## src/rtl/four_digit_led_driver_text_button.sv

```systemverilog
// Purpose: scrolls a 16-char hex message across a 4-digit common-anode 7-seg display; right button steps the window left.
// Latency: all outputs registered; a new ptr shows on the lit digit two edges after the step pulse.
// Backpressure: none; free-running scan, button presses are never queued. Optional filter macro: LED_TEXT_DEBOUNCE_EN.
module four_digit_led_driver_text_button #(
    parameter int          REFRESH_CYCLES  = 16,
    parameter int          DEBOUNCE_CYCLES = 32,
    parameter logic [63:0] MESSAGE         = 64'h0123456789ABCDEF
) (
    input  logic clk,
    input  logic reset,
    input  logic btnr,
    output logic an3,
    output logic an2,
    output logic an1,
    output logic an0,
    output logic a,
    output logic b,
    output logic c,
    output logic d,
    output logic e,
    output logic f,
    output logic g,
    output logic dp
);

    localparam int RW = (REFRESH_CYCLES > 2) ? $clog2(REFRESH_CYCLES) : 1;

    // Reject configurations the scan and filter cannot honour.
    if (REFRESH_CYCLES < 2 || DEBOUNCE_CYCLES < 1) begin : g_bad_param
        $error("four_digit_led_driver_text_button: REFRESH_CYCLES must be >= 2 and DEBOUNCE_CYCLES >= 1");
    end

    logic [RW-1:0] scnt;
    logic [1:0]    sel;     // 0 = an3 (leftmost) ... 3 = an0
    logic [3:0]    ptr;
    logic          sync1;
    logic          sync2;
    logic          acc;     // accepted (clean) button level
    logic          step;
    logic [3:0]    idx;
    logic [3:0]    chr;
    logic [3:0]    an_q;
    logic [6:0]    seg_q;

    // Active-low {a..g} pattern for one hex character.
    function automatic logic [6:0] hex7(input logic [3:0] h);
        case (h)
            4'h0: hex7 = 7'b0000001;
            4'h1: hex7 = 7'b1001111;
            4'h2: hex7 = 7'b0010010;
            4'h3: hex7 = 7'b0000110;
            4'h4: hex7 = 7'b1001100;
            4'h5: hex7 = 7'b0100100;
            4'h6: hex7 = 7'b0100000;
            4'h7: hex7 = 7'b0001111;
            4'h8: hex7 = 7'b0000000;
            4'h9: hex7 = 7'b0000100;
            4'hA: hex7 = 7'b0001000;
            4'hB: hex7 = 7'b1100000;
            4'hC: hex7 = 7'b0110001;
            4'hD: hex7 = 7'b1000010;
            4'hE: hex7 = 7'b0110000;
            default: hex7 = 7'b0111000;
        endcase
    endfunction

    // Digit scan: hold each selector value for REFRESH_CYCLES cycles, then rotate.
    always_ff @(posedge clk) begin
        if (reset) begin
            scnt <= '0;
            sel  <= 2'd0;
        end else if (scnt == RW'(REFRESH_CYCLES - 1)) begin
            scnt <= '0;
            sel  <= sel + 2'd1;
        end else begin
            scnt <= scnt + 1'b1;
        end
    end

    // Two-flop synchronizer for the asynchronous button.
    always_ff @(posedge clk) begin
        if (reset) begin
            sync1 <= 1'b0;
            sync2 <= 1'b0;
        end else begin
            sync1 <= btnr;
            sync2 <= sync1;
        end
    end

`ifdef LED_TEXT_DEBOUNCE_EN
    localparam int DW = $clog2(DEBOUNCE_CYCLES + 1);
    logic [DW-1:0] dcnt;

    // Debounce: count while the input disagrees with the accepted level; flip after DEBOUNCE_CYCLES and pulse on a rise.
    always_ff @(posedge clk) begin
        if (reset) begin
            dcnt <= '0;
            acc  <= 1'b0;
            step <= 1'b0;
        end else begin
            step <= 1'b0;
            if (sync2 == acc) begin
                dcnt <= '0;
            end else if (dcnt == DW'(DEBOUNCE_CYCLES)) begin
                dcnt <= '0;
                acc  <= sync2;
                step <= sync2;
            end else begin
                dcnt <= dcnt + 1'b1;
            end
        end
    end
`else
    // No filter: accepted level tracks the synchronizer; pulse on its first high cycle.
    always_ff @(posedge clk) begin
        if (reset) begin
            acc  <= 1'b0;
            step <= 1'b0;
        end else begin
            acc  <= sync2;
            step <= sync2 & ~acc;
        end
    end
`endif

    // Message pointer: one step per accepted press, wrapping 15 -> 0.
    always_ff @(posedge clk) begin
        if (reset) begin
            ptr <= 4'd0;
        end else if (step) begin
            ptr <= ptr + 4'd1;
        end
    end

    // Character for the selected digit; char[0] sits in the top nibble, so the bit offset is (15-idx)*4.
    always_comb begin
        idx = ptr + {2'b00, sel};
        chr = MESSAGE[{~idx, 2'b00} +: 4];
    end

    // Registered pins: anode and segments always update together from the same selector.
    always_ff @(posedge clk) begin
        if (reset) begin
            an_q  <= 4'b1111;
            seg_q <= 7'b1111111;
        end else begin
            an_q  <= ~(4'b1000 >> sel);
            seg_q <= hex7(chr);
        end
    end

    assign {an3, an2, an1, an0} = an_q;
    assign {a, b, c, d, e, f, g} = seg_q;
    assign dp = 1'b1;

endmodule

```

## config.mk

```make
export PLATFORM = sky130hd
export DESIGN_NAME = four_digit_led_driver_text_button
export DESIGN_NICKNAME = d
export VERILOG_FILES = /design/src/rtl/four_digit_led_driver_text_button.sv
export SDC_FILE = /design/constraint.sdc
export NUM_CORES = 1
export LEC_CHECK = 0
export ABC_AREA = 1
export BUFFER_PORTS_ARGS = -buffer_cell sky130_fd_sc_hd__buf_2
export CAP_MARGIN = 25
export CORE_ASPECT_RATIO = 0.75
export CORE_UTILIZATION = 50
export DETAILED_ROUTE_END_ITERATION = 16
export PLACE_DENSITY_LB_ADDON = 0.3
export RECOVER_POWER = 50
export SLEW_MARGIN = 20
export SYNTH_ARGS = -nofsm -noshare
export SYNTH_HDL_FRONTEND = slang
export SYNTH_SLANG_ARGS = --single-unit
```

## constraint.sdc

```tcl
create_clock -name clk -period 1.8 [get_ports clk]
set_input_delay 0.09 -clock clk [delete_from_list [all_inputs] [get_ports clk]]
set_output_delay 0.09 -clock clk [all_outputs]
set_load 0.05 [all_outputs]
```

==> load_flow_metrics.sql <==
INSERT INTO impl_metrics (metric_group, metric, value, unit) VALUES
('timing', 'report.final.hold_viol_count', '0', ''),
('timing', 'final.setup_skew', '0.00280', 'ns'),
('place', 'placed_cells_incl_taps', '211', ''),
('timing', 'relative_max_transition_margin', '60.5', '%'),
('routing', 'post_drt_wl_per_cell', '10.2', 'microns'),
('critical_path', 'r2r-start', 'ptr[0]', ''),
('timing', 'timing.final.setup_violations', '1', ''),
('routing', 'antenna_left', '0', ''),
('cells_and_area', 'num_antenna_cells', '0', ''),
('cells_and_area', 'design.final.nets', '206', ''),
('cells_and_area', 'post_route_cells_drive_above_1_share', '21.4', '%'),
('cells_and_area', 'mostFrequentLayoutCells', 'sky130_fd_sc_hd__nand2_1 (42), sky130_fd_sc_hd__dfxtp_1 (23), sky130_fd_sc_hd__inv_1 (18)', ''),
('timing', 'timing.final.crit_period', '1.81', 'ns'),
('critical_path', 'regToRegSetupSlack', '-0.01', 'ns'),
('timing', 'setup_ws', '-0.0146', 'ns'),
('yosys', 'syn-mean-instance-area', '7.75', 'sq um'),
('status', 'run_status', 'complete, but fails checks', ''),
('routing', 'dr.first_iter.drc_count', '37', ''),
('power_and_ir_drop', 'max-vdd-ir-drop', '0.304', 'mV'),
('critical_path', 'end_kind', 'flip-flop', ''),
('timing', 'fmaxAchievable', '0.551', 'GHz'),
('critical_path', 'crit_path_max_fanout', '4', ''),
('power_and_ir_drop', 'power_total', '0.923', 'mW'),
('cts', 'clock_tree_from_tritoncts', 'built', ''),
('cts', 'numCtsBuffers', '3', ''),
('cells_and_area', 'area_growth_syn_to_layout', '21.6', '%'),
('global_routing', 'grt_first_pass_wirelength', '3860', 'microns'),
('global_routing', 'global_route.usage.total', '19.4', '%'),
('yosys', 'netlist-cell-type-count', '20', ''),
('critical_path', 'rr_endpoint', 'seg_q[3]', ''),
('timing', 'final_min_period_over_clock_period', '101', '%'),
('critical_path', 'worstRegToRegCells', '9', ''),
('global_routing', 'initial_antenna_violation_count', '0', ''),
('floorplan', 'core_area', '0.00233', 'sq mm'),
('cts', 'ctsRootBufferMaster', 'sky130_fd_sc_hd__clkbuf_4', ''),
('routing', 'detailedRoute.firstPassIterationCount', '4', ''),
('power_and_ir_drop', 'power.density', '612', 'mW/mm^2'),
('critical_path', 'critPathLaunchType', 'flip-flop', ''),
('cells_and_area', 'final_cells', '221', ''),
('cells_and_area', 'mostFrequentLayoutCell', 'sky130_fd_sc_hd__nand2_1', ''),
('routing', 'routed_via_density', '4.58', ''),
('critical_path', 'required', '2.06', 'ns'),
('floorplan', 'placementRows', '15', ''),
('run', 'timing.max_cap.violations', '0', ''),
('min_path', 'hold_path.startpoint', 'acc', ''),
('yosys', 'syn-instance-count', '160', ''),
('yosys', 'synth.net_count', '178', ''),
('global_routing', 'leftover_overflow_at_the_end_of_global_routing', '0', ''),
('place', 'io_buffer_count', '13', ''),
('timing', 'timing_max_transition_violations_final', '0', ''),
('global_routing', 'vias_in_the_first_global_route', '908', ''),
('routing', 'dr_total_vias', '1013', ''),
('cts', 'ctsHtreeMaxLevel', '1', ''),
('floorplan', 'starting_density_of_the_core', '53.3', '%'),
('cts', 'tritoncts_num_sinks', '25', ''),
('timing', 'rsz_0062_raised_after_global_routing', 'yes', ''),
('place', 'place.gp.congestion', '0.957', ''),
('min_path', 'hold-path-endpoint', 'step', ''),
('timing', 'final.setup.tns', '-0.0146', 'ns'),
('floorplan', 'io_pins', '15', ''),
('timing', 'tightest_pin_transition', '0.595', 'ns'),
('floorplan', 'floorplan.die_area', '0.00268', 'sq mm'),
('yosys', 'synth_seq_cells', '25', ''),
('critical_path', 'worst-setup-path-type', 'flip-flop to flip-flop', ''),
('floorplan', 'die_x', '59.5', 'microns'),
('cts', 'clock_slew_at_reported_path_ffs', '0.13', 'ns'),
('critical_path', 'worstPathArrival', '2.07', 'ns'),
('routing', 'drc', '0', ''),
('place', 'place_worst_setup_slack', '-0.00357', 'ns'),
('min_path', 'worst_min_delay_path_class', 'flip-flop to flip-flop', ''),
('cts', 'worstSkewPairLatency', '0.31', 'ns'),
('floorplan', 'fp.dieH', '45.1', 'microns'),
('routing', 'detailed_route_wl', '2250', 'microns'),
('power_and_ir_drop', 'leakage', '0.720', 'nW'),
('status', 'failed_checks', 'setup timing', ''),
('min_path', 'worstHoldPathCells', '1', ''),
('yosys', 'yosys_warnings', '0', ''),
('yosys', 'post_synth_instance_area', '0.00124', 'sq mm'),
('yosys', 'seq_area_frac_synth', '40.4', '%'),
('place', 'dp_hpwl', '1610', 'microns'),
('cts', 'max-clock-path-buffers', '2', ''),
('global_routing', 'grt_max_degree', '18', '');
==> Yosys cell counts <==
cell type / instances / area [sq um]
sky130_fd_sc_hd__ha_1: 14 / 175
sky130_fd_sc_hd__nand2_1: 44 / 165
sky130_fd_sc_hd__inv_1: 20 / 75.1
sky130_fd_sc_hd__nand2_2: 4 / 25.0
sky130_fd_sc_hd__buf_4: 1 / 7.51
sky130_fd_sc_hd__fa_1: 1 / 20.0
sky130_fd_sc_hd__nor2_1: 13 / 48.8
sky130_fd_sc_hd__o21ai_0: 4 / 20.0
sky130_fd_sc_hd__nand3_1: 17 / 85.1
sky130_fd_sc_hd__a21oi_1: 5 / 25.0
sky130_fd_sc_hd__inv_2: 2 / 7.51
sky130_fd_sc_hd__dfxtp_1: 25 / 500
sky130_fd_sc_hd__xor2_1: 1 / 8.76
sky130_fd_sc_hd__xnor2_1: 1 / 8.76
sky130_fd_sc_hd__nand2_4: 3 / 33.8
sky130_fd_sc_hd__conb_1: 1 / 3.75
sky130_fd_sc_hd__nor3_1: 1 / 5.00
sky130_fd_sc_hd__buf_2: 1 / 5.00
sky130_fd_sc_hd__nor3_2: 1 / 10.0
sky130_fd_sc_hd__nand3_2: 1 / 10.0
==> metrics by stage <==
stage	hold WS, ns	instance area [sq um]	util [%]
floorplan	0.161	1270	-
finish	0.410	1510	64.8
global route	0.421	1510	64.8
CTS	0.412	1490	64.1
detailed placement	0.298	1410	60.6
global placement	0.288	1410	60.6
==> worst max path at each step <==
stage | depth (start not counted) | start | to
finish | 9 | ptr[0] | seg_q[3]
global route | 9 | sel[0] | seg_q[3]
CTS | 9 | sel[0] | seg_q[3]
detailed placement | 9 | ptr[0] | seg_q[3]
global placement | 9 | ptr[0] | seg_q[3]
floorplan | 9 | ptr[0] | seg_q[6]
==> cell families (layout without fill, tap and decap cells) <==
logic type / Yosys count / in the layout / synth area share (%)
AOI/OAI and AO/OA: 9 / 9 / 3.63
other: 1 / 1 / 0.302
adders and majority gates: 15 / 15 / 15.7
buffers and inverters: 24 / 51 / 7.67
and+or+nand+nor: 84 / 84 / 30.9
xor gates and xnor gates: 2 / 2 / 1.41
DFF: 25 / 25 / 40.4
==> critical path: stages, from the launching register on <==
cell and delay [ns]:
sky130_fd_sc_hd__dfxtp_4 0.38, sky130_fd_sc_hd__ha_4 0.14, sky130_fd_sc_hd__inv_2 0.04, sky130_fd_sc_hd__fa_2 0.59
sky130_fd_sc_hd__inv_4 0.06, sky130_fd_sc_hd__ha_4 0.27, sky130_fd_sc_hd__nand3_4 0.07, sky130_fd_sc_hd__nand2_2 0.08
sky130_fd_sc_hd__nand2_2 0.06, sky130_fd_sc_hd__nand3_2 0.06
==> where the power goes <==
| part | internal (mW) | leakage [nW] | switching, mW |
|---|---|---|---|
| Clock | 0.0831 | 0.0177 | 0.158 |
| Sequential | 0.572 | 0.207 | 0.00858 |
| Combinational | 0.0292 | 0.495 | 0.0728 |
| Total | 0.684 | 0.720 | 0.239 |
==> final cells by class <==
type / count / area [sq um]
clock buffers: 3 / 22.5
clock inverters: 1 / 5.00
fillers: 218 / 820
inverters: 22 / 85.1
multi-input cells: 111 / 697
flip-flops and latches: 25 / 505
well taps: 34 / 42.5
repair buffers: 25 / 150
==> repair_timing <==
item | 4_1_cts | 5_1_grt
resized for setup | 4 | 6
pin swaps | 4 | 4
endpoints found under the setup margin | 4 | 7
hold buffers | 3 | 0
buffers inserted | 2 | 1
endpoints found under the hold margin | 4 | 0
==> state kept, by name, indices dropped and copies added (netlist names), 2 cells and up <==
signal  flops
ptr         4
scnt        4
sel         2
seg_q       7
an_q        4
==> per-layer routing <==
layer / GRT usage, % / vias up / wire length [microns]
li1: - / 548 / -
met1: 25.4 / 440 / 1110
met2: 31.7 / 21 / 1010
met3: 4.30 / 4 / 86
met4: 7.44 / 0 / 37
met5: 0 / - / 0
No activity file was read; power rests on OpenSTA's default activity.
